`config.mk`:
```
export PLATFORM = sky130hd
export DESIGN_NAME = uart_rx
export DESIGN_NICKNAME = d
export VERILOG_FILES = /design/src/rtl/uart_pkg.sv /design/src/rtl/uart_sync2.sv /design/src/rtl/uart_rx.sv
export SDC_FILE = /design/constraint.sdc
export NUM_CORES = 1
export LEC_CHECK = 0
export CAP_MARGIN = 20
export CORE_AREA = 2 2 53 55
export CTS_CLUSTER_SIZE = 16
export DETAILED_ROUTE_END_ITERATION = 12
export DIE_AREA = 0 0 55 57
export PLACE_DENSITY_LB_ADDON = 0.05
export REMOVE_ABC_BUFFERS = 1
export SLEW_MARGIN = 25
export SYNTH_ARGS = -nofsm -noshare
export SYNTH_HDL_FRONTEND = slang
export SYNTH_SLANG_ARGS = --single-unit
```
`constraint.sdc`:
```
create_clock -name clk -period 1.8 [get_ports clk]
set_input_delay 0.45 -clock clk [delete_from_list [all_inputs] [get_ports clk]]
set_output_delay 0.45 -clock clk [all_outputs]
set_load 0.1 [all_outputs]
```
`src/rtl/uart_pkg.sv`:
```
// Shared UART definitions: FSM state encoding common to uart_tx and uart_rx,
// default frame parameters and the oversampling tick positions.
package uart_pkg;

  // State encoding is shared with uart_tx so state_out decodes identically.
  typedef enum logic [1:0] {
    ST_IDLE  = 2'd0,
    ST_START = 2'd1,
    ST_DATA  = 2'd2,
    ST_STOP  = 2'd3
  } uart_state_e;

  localparam int DEFAULT_DBIT    = 8;
  localparam int DEFAULT_SB_TICK = 16;

  // Tick positions within a 16x oversampled bit period.
  localparam int MID_BIT  = 7;
  localparam int FULL_BIT = 15;

endpackage

```
`src/rtl/uart_sync2.sv`:
```
// Two-flop synchronizer for an asynchronous single-bit input, with a
// parameterised reset value so it can match the idle level of the line.
module uart_sync2 #(
  parameter logic RESET_VAL = 1'b1
) (
  input  logic clk,
  input  logic reset_n,
  input  logic d,
  output logic q
);

  logic meta;

  // Two back-to-back flops give metastability a full clock to settle.
  always_ff @(posedge clk or negedge reset_n) begin
    if (!reset_n) begin
      meta <= RESET_VAL;
      q    <= RESET_VAL;
    end else begin
      meta <= d;
      q    <= meta;
    end
  end

endmodule

```
`src/rtl/uart_rx.sv`:
```
// UART receiver: recovers LSB-first frames from rx using the shared 16x
// oversampling tick, pulses rx_done_tick per frame and flags a low stop bit.
module uart_rx
  import uart_pkg::*;
#(
  parameter int DBIT    = DEFAULT_DBIT,
  parameter int SB_TICK = DEFAULT_SB_TICK
) (
  input  logic            clk,
  input  logic            reset_n,
  input  logic            rx,
  input  logic            s_tick,
  output logic [DBIT-1:0] rx_dout,
  output logic            rx_done_tick,
  output logic            frame_err,
  output logic [1:0]      state_out
);

  // The s counter is 4 bits for a 16-tick bit, widened only when a long
  // stop bit (e.g. SB_TICK=32) needs to count further than 15.
  localparam int SW = ($clog2(SB_TICK) > 4) ? $clog2(SB_TICK) : 4;
  localparam int NW = (DBIT > 1) ? $clog2(DBIT) : 1;

  localparam logic [SW-1:0] S_MID  = SW'(MID_BIT);
  localparam logic [SW-1:0] S_FULL = SW'(FULL_BIT);
  localparam logic [SW-1:0] S_STOP = SW'(SB_TICK - 1);
  localparam logic [NW-1:0] N_LAST = NW'(DBIT - 1);

  uart_state_e     state_reg, state_next;
  logic [SW-1:0]   s_reg, s_next;
  logic [NW-1:0]   n_reg, n_next;
  logic [DBIT-1:0] b_reg, b_next;
  logic [DBIT-1:0] dout_reg, dout_next;
  logic            done_reg, done_next;
  logic            err_reg, err_next;
  logic            rx_s;

  uart_sync2 #(.RESET_VAL(1'b1)) u_sync (
    .clk     (clk),
    .reset_n (reset_n),
    .d       (rx),
    .q       (rx_s)
  );

  // State, counters, shift register and registered frame outputs.
  always_ff @(posedge clk or negedge reset_n) begin
    if (!reset_n) begin
      state_reg <= ST_IDLE;
      s_reg     <= '0;
      n_reg     <= '0;
      b_reg     <= '0;
      dout_reg  <= '0;
      done_reg  <= 1'b0;
      err_reg   <= 1'b0;
    end else begin
      state_reg <= state_next;
      s_reg     <= s_next;
      n_reg     <= n_next;
      b_reg     <= b_next;
      dout_reg  <= dout_next;
      done_reg  <= done_next;
      err_reg   <= err_next;
    end
  end

  // Next-state logic: start detection runs every clk, all bit timing on s_tick.
  always_comb begin
    state_next = state_reg;
    s_next     = s_reg;
    n_next     = n_reg;
    b_next     = b_reg;
    dout_next  = dout_reg;
    done_next  = 1'b0;
    err_next   = 1'b0;
    case (state_reg)
      ST_IDLE: begin
        if (!rx_s) begin
          s_next     = '0;
          state_next = ST_START;
        end
      end
      ST_START: begin
        if (s_tick) begin
          if (s_reg == S_MID) begin
            if (!rx_s) begin
              s_next     = '0;
              n_next     = '0;
              state_next = ST_DATA;
            end else begin
              state_next = ST_IDLE;
            end
          end else begin
            s_next = s_reg + SW'(1);
          end
        end
      end
      ST_DATA: begin
        if (s_tick) begin
          if (s_reg == S_FULL) begin
            s_next = '0;
            b_next = (b_reg >> 1) | (DBIT'(rx_s) << (DBIT - 1));
            if (n_reg == N_LAST) begin
              state_next = ST_STOP;
            end else begin
              n_next = n_reg + NW'(1);
            end
          end else begin
            s_next = s_reg + SW'(1);
          end
        end
      end
      ST_STOP: begin
        if (s_tick) begin
          if (s_reg == S_STOP) begin
            state_next = ST_IDLE;
            dout_next  = b_reg;
            done_next  = 1'b1;
            err_next   = ~rx_s;
          end else begin
            s_next = s_reg + SW'(1);
          end
        end
      end
      default: begin
        state_next = ST_IDLE;
      end
    endcase
  end

  assign rx_dout      = dout_reg;
  assign rx_done_tick = done_reg;
  assign frame_err    = err_reg;
  assign state_out    = state_reg;

endmodule

```
* After elaboration in Yosys (flattened, before gate mapping) *
Cells that the tools add are included.

word-level totals
  flip-flop bits (word level) = 29
  output and inout bits = 12

operators by class
  equality and inequality tests = 17
  bitwise logic cells = 2
  multiplexer cells = 31
  reduce and logical (&&, ||, !) cells = 7
  add/subtract/negate cells = 2

operators with widths
  operator             count
  $mux 4               7
  $ne 2x2->1 const B   11
  $mux 2               9
  $mux 3               6
  $pmux 4 s4           1
  $or 7x8->8           1
  $pmux 2 s4           1
  $reduce_and 8->1     1
  $reduce_and 7->1     1
  $mux 1               6
  $pmux 3 s2           1
  $reduce_and 3->1     2
  $add 4x1->4 const B  1
  $eq 2x2->1 const B   2
  $eq 4x3->1 const B   1
  $eq 4x4->1 const B   1
  $reduce_and 4->1     1
  $add 3x1->3 const B  1
  $eq 3x3->1 const B   1
  $eq 2x1->1 const B   1
  $logic_not 2->1      1
  $reduce_bool 2->1    1
  $not 1->1            1

* Logic depth before layout (Yosys ltp) *
  word-level depth = 5
  mapped depth = 6
  depth with buffers taken out = 5

* Cells and area by module *
From an unflattened synthesis, not the netlist that was laid out.

unflattened totals
  cells, all modules = 98
  area, all modules = 1290.0 µm²

modules (own cells, without submodules)
  module      cells an instance  seq. area each (µm²)  area each (µm²)  instances
  uart_rx     96                 675.6                 1237.4           1
  uart_sync2  2                  52.6                  52.6             1

* Least setup slack after synthesis *
OpenSTA, ideal clock, no wires.

  path kind = register to register
  start point = register state_reg[0], in the netlist state_out[0]
  end point = register n_reg[0]
  arrival = 1871 ps
  period minus slack after synthesis = 1996 ps
  required time = 1675 ps
  path slack = -196 ps
  cell stages (with the launch flop) = 6
  setup time = 125 ps
  path through = dfrtp_1 -> buf_4 -> nand2_1 -> nor4_1 -> nor2_1 -> mux2_2

on the way
  cells in the longest elaborated chain, start to end = 3

RTL lines
  item                                                              line           source
  start: declaration                                                uart_rx.sv:29  uart_state_e state_reg, state_next;
  start signal: assignment                                          uart_rx.sv:56  state_reg <= state_next;
  $eq 2x1->1 or $eq 2x2->1 (tied branches)                          uart_rx.sv:75  case (state_reg)
  $ne 2x2->1 (no source line) or $reduce_bool 2->1 (tied branches)  --
  $reduce_and 7->1 (no source line)                                 --
  end signal: assignment                                            uart_rx.sv:58  n_reg <= n_next;
  end: declaration                                                  uart_rx.sv:31  logic [NW-1:0] n_reg, n_next;

Parallel ways exist; a longest one is shown, timed or not.
A chain may end at the register's enable or synchronous reset.

* Final worst setup path *
  start point = input port s_tick
  end point = register b_reg[4]

on the way
  cells in the longest elaborated chain, start to end = 1

RTL lines
  item                               line           source
  start: declaration                 uart_rx.sv:12  input logic s_tick,
  $reduce_and 3->1 (no source line)  --
  end signal: assignment             uart_rx.sv:59  b_reg <= b_next;
  end: declaration                   uart_rx.sv:32  logic [DBIT-1:0] b_reg, b_next;

No other way between the ends.

==> reports/results.tsv <==
metric	value	unit
final instance area	1760	sq um
crit-path max FO	8	
Remaining DRCs	0	
Synth cell types	29	
Seq cells post-synth	29	
Worst Path Arrival	1870	ps
Least-Margin Pin Slew	418	ps
final wirelength	2.25	mm
syn avg cell area	13.5	sq um
Worst R2R Path Depth	4	
Sinks on Clock Net	29	
Final Slew Violations	0	
Area contributors post-synth	dfrtp_1, mux2_2, dfstp_2	
IO Port Bufs	15	
Worst setup SP type	input port	
Post-synth top cells	dfrtp_1, mux2_2, buf_4	
Worst Hold Depth	0	
first-pass GRT wire length	3.91	mm
Post-CTS Setup Inserts	0	
Max-Cap Viols	0	
CTS buffer count	5	
slowest stage cell, crit path	clkdlybuf4s50_1	
Final nets	133	
Row Count	19	
DR pass1 iterations	4	
area fraction of the dominant cell type after synthesis	51.2	%
PD cells	1220	nW/um^2
cell family with most CP delay	buffers and inverters	
Tot Pwr	2.15	mW
# diodes	0	
Slew headroom	72.1	%
Synth area leader	dfrtp_1	
post-CTS sizing	0	
Hold Crit Endpoint	u_sync.q	
worst r2r src	s_reg[0]	
worst-skew pair later-pin latency	310	ps
die width	55	um
GRT Residual Overflow	0	
Ys Warns	0	
vias in the first global route	867	
Max H-tree Level	2	
Worst-path clk slew	90	ps
hold buffers post-CTS	0	
final period utilization	93.0	%
CP Class	in2reg	
# IOs	16	
RSZ-0062 raised after global routing	no	
Leakage Power	0.846	nW
Cell Area, Synth	1320	sq um
hold_sp	u_sync.meta	
Tot GR Track Use	17.2	%
setup_tns	0	ps
Via-to-Cell Ratio	5.24	
pin count of the biggest net entering global routing	30	
Reg-to-Reg End	rx_dout[5]	
number of synthesized flops with an enable pin	0	
status	finished clean	
die area	3140	sq um
minimum period implied by the final worst setup slack	1670	ps
TritonCTS clock tree	built	
Main synth FF type	dfrtp_1	
kind of end point of the critical path	flip-flop	
FFs w/ async S/R, synth	100	%
root buf cell	clkbuf_4	
skew final	12.1	ps
Gate Count Post-Synth	98	
Worst EP required	2000	ps
share of cells above drive strength 1	45.7	%
Initial Util	50.5	%
peak supply drop	0.00105	V
final hold vios	0	
Worst path max stage delay	520	ps
initial antenna violation count	0	
sequential element share of the synthesized area	55.2	%
core box area	2620	sq um
area grow syn2layout	33.5	%
final antenna-violating net count	0	
RePlAce Congestion	0.891	
endpoints failing setup	0	
via count	828	
WP buf/inv	2	
cell with the most instances after synthesis	dfrtp_1	
Wirelength per Cell	14.2	um
hold crit path type	reg2reg	
worst-path cell chain	clkdlybuf4s50_1, buf_4, nand4b_4, nor2_4, mux2_2	
Peak Freq	597	MHz
post-DP HPWL	1.62	mm
R2R Setup Slk	170	ps
Post-DP Area	1670	sq um
chip height	57	um
clock buffer depth	2	
Initial DRC Count	7	
[logic make-up (layout without fill, tap and decap cells)]
logic type      Yosys count  after routing  share of synthesized area, %
flops                    29             29                          55.2
simple gates             23             23                          13.0
mux                      18             18                          15.4
compound gates           15             15                          8.34
buf+inv                   8             37                          3.98
fa+ha+maj                 3              3                          2.84
xor+xnor                  2              2                          1.33
[through the flow]
step | setup slack (ps) | hold WS [ps] | std cells | util (%)
2_1_floorplan | -345 | 154 | 92 | -
3_3_place_gp | -169 | 346 | 150 | 64.0
3_5_place_dp | -206 | 348 | 150 | 64.0
4_1_cts | 69.3 | 361 | 158 | 67.3
5_1_grt | 45.7 | 364 | 158 | 67.4
6_report | 125 | 359 | 158 | 67.4
[cell usage in the layout, fill, tap and decap left out, drive strengths merged, types with 2 or more instances in the layout]
cell type,instances
a21oi,3
a22o,4
buf,24
clkbuf,7
clkdlybuf4s50,3
dfrtp,27
dfstp,2
ha,3
inv,2
mux2,18
nand2,4
nand3,5
nand4,2
nor2,5
nor3,2
o21ai,2
o22a,2
xor2,2
[per-layer routing]
layer | global-route usage, % | wire, um | part of all wire, %
met1 | 24.4 | 1100 | 49
met5 | 0 | 0 | 0
met2 | 24.8 | 1070 | 47
met3 | 4.71 | 67 | 3.0
met4 | 7.32 | 17 | 0.76
[worst max-delay path by stage]
stage / startpoint / to / slack [ps] / depth (start not counted)
finish: s_tick / b_reg[4] / 130 / 5
global route: s_reg[0] / n_reg[0] / 50 / 5
CTS: s_reg[0] / rx_dout[2] / 70 / 4
detailed placement: s_tick / b_reg[4] / -210 / 5
global placement: s_tick / b_reg[2] / -170 / 5
floorplan: flip-flop / rx_dout[0] / -350 / 3
[power by group]
part           internal, mW  switching (mW)  total (mW)
Combinational         0.338           0.397       0.734
Clock                 0.332           0.218       0.550
Sequential            0.724           0.143       0.867
[area by class of cell]
| type | instances | area [sq um] |
|---|---|---|
| Fill cell | 191 | 853 |
| Sequential cell | 29 | 728 |
| Clock inverter | 1 | 30.0 |
| Clock buffer | 7 | 55.1 |
| Timing Repair Buffer | 27 | 360 |
| Inverter | 2 | 7.51 |
| Multi-Input combinational cell | 61 | 542 |
| Tap cell | 31 | 38.8 |
[worst reg2reg max path: cells and delay by family, from the launching register on]
family        cells  cell delay, ps
simple gates      2             490
fa+ha+maj         1             270
flops             1             390
mux               1             380
(Power assumes the default switching activity.)
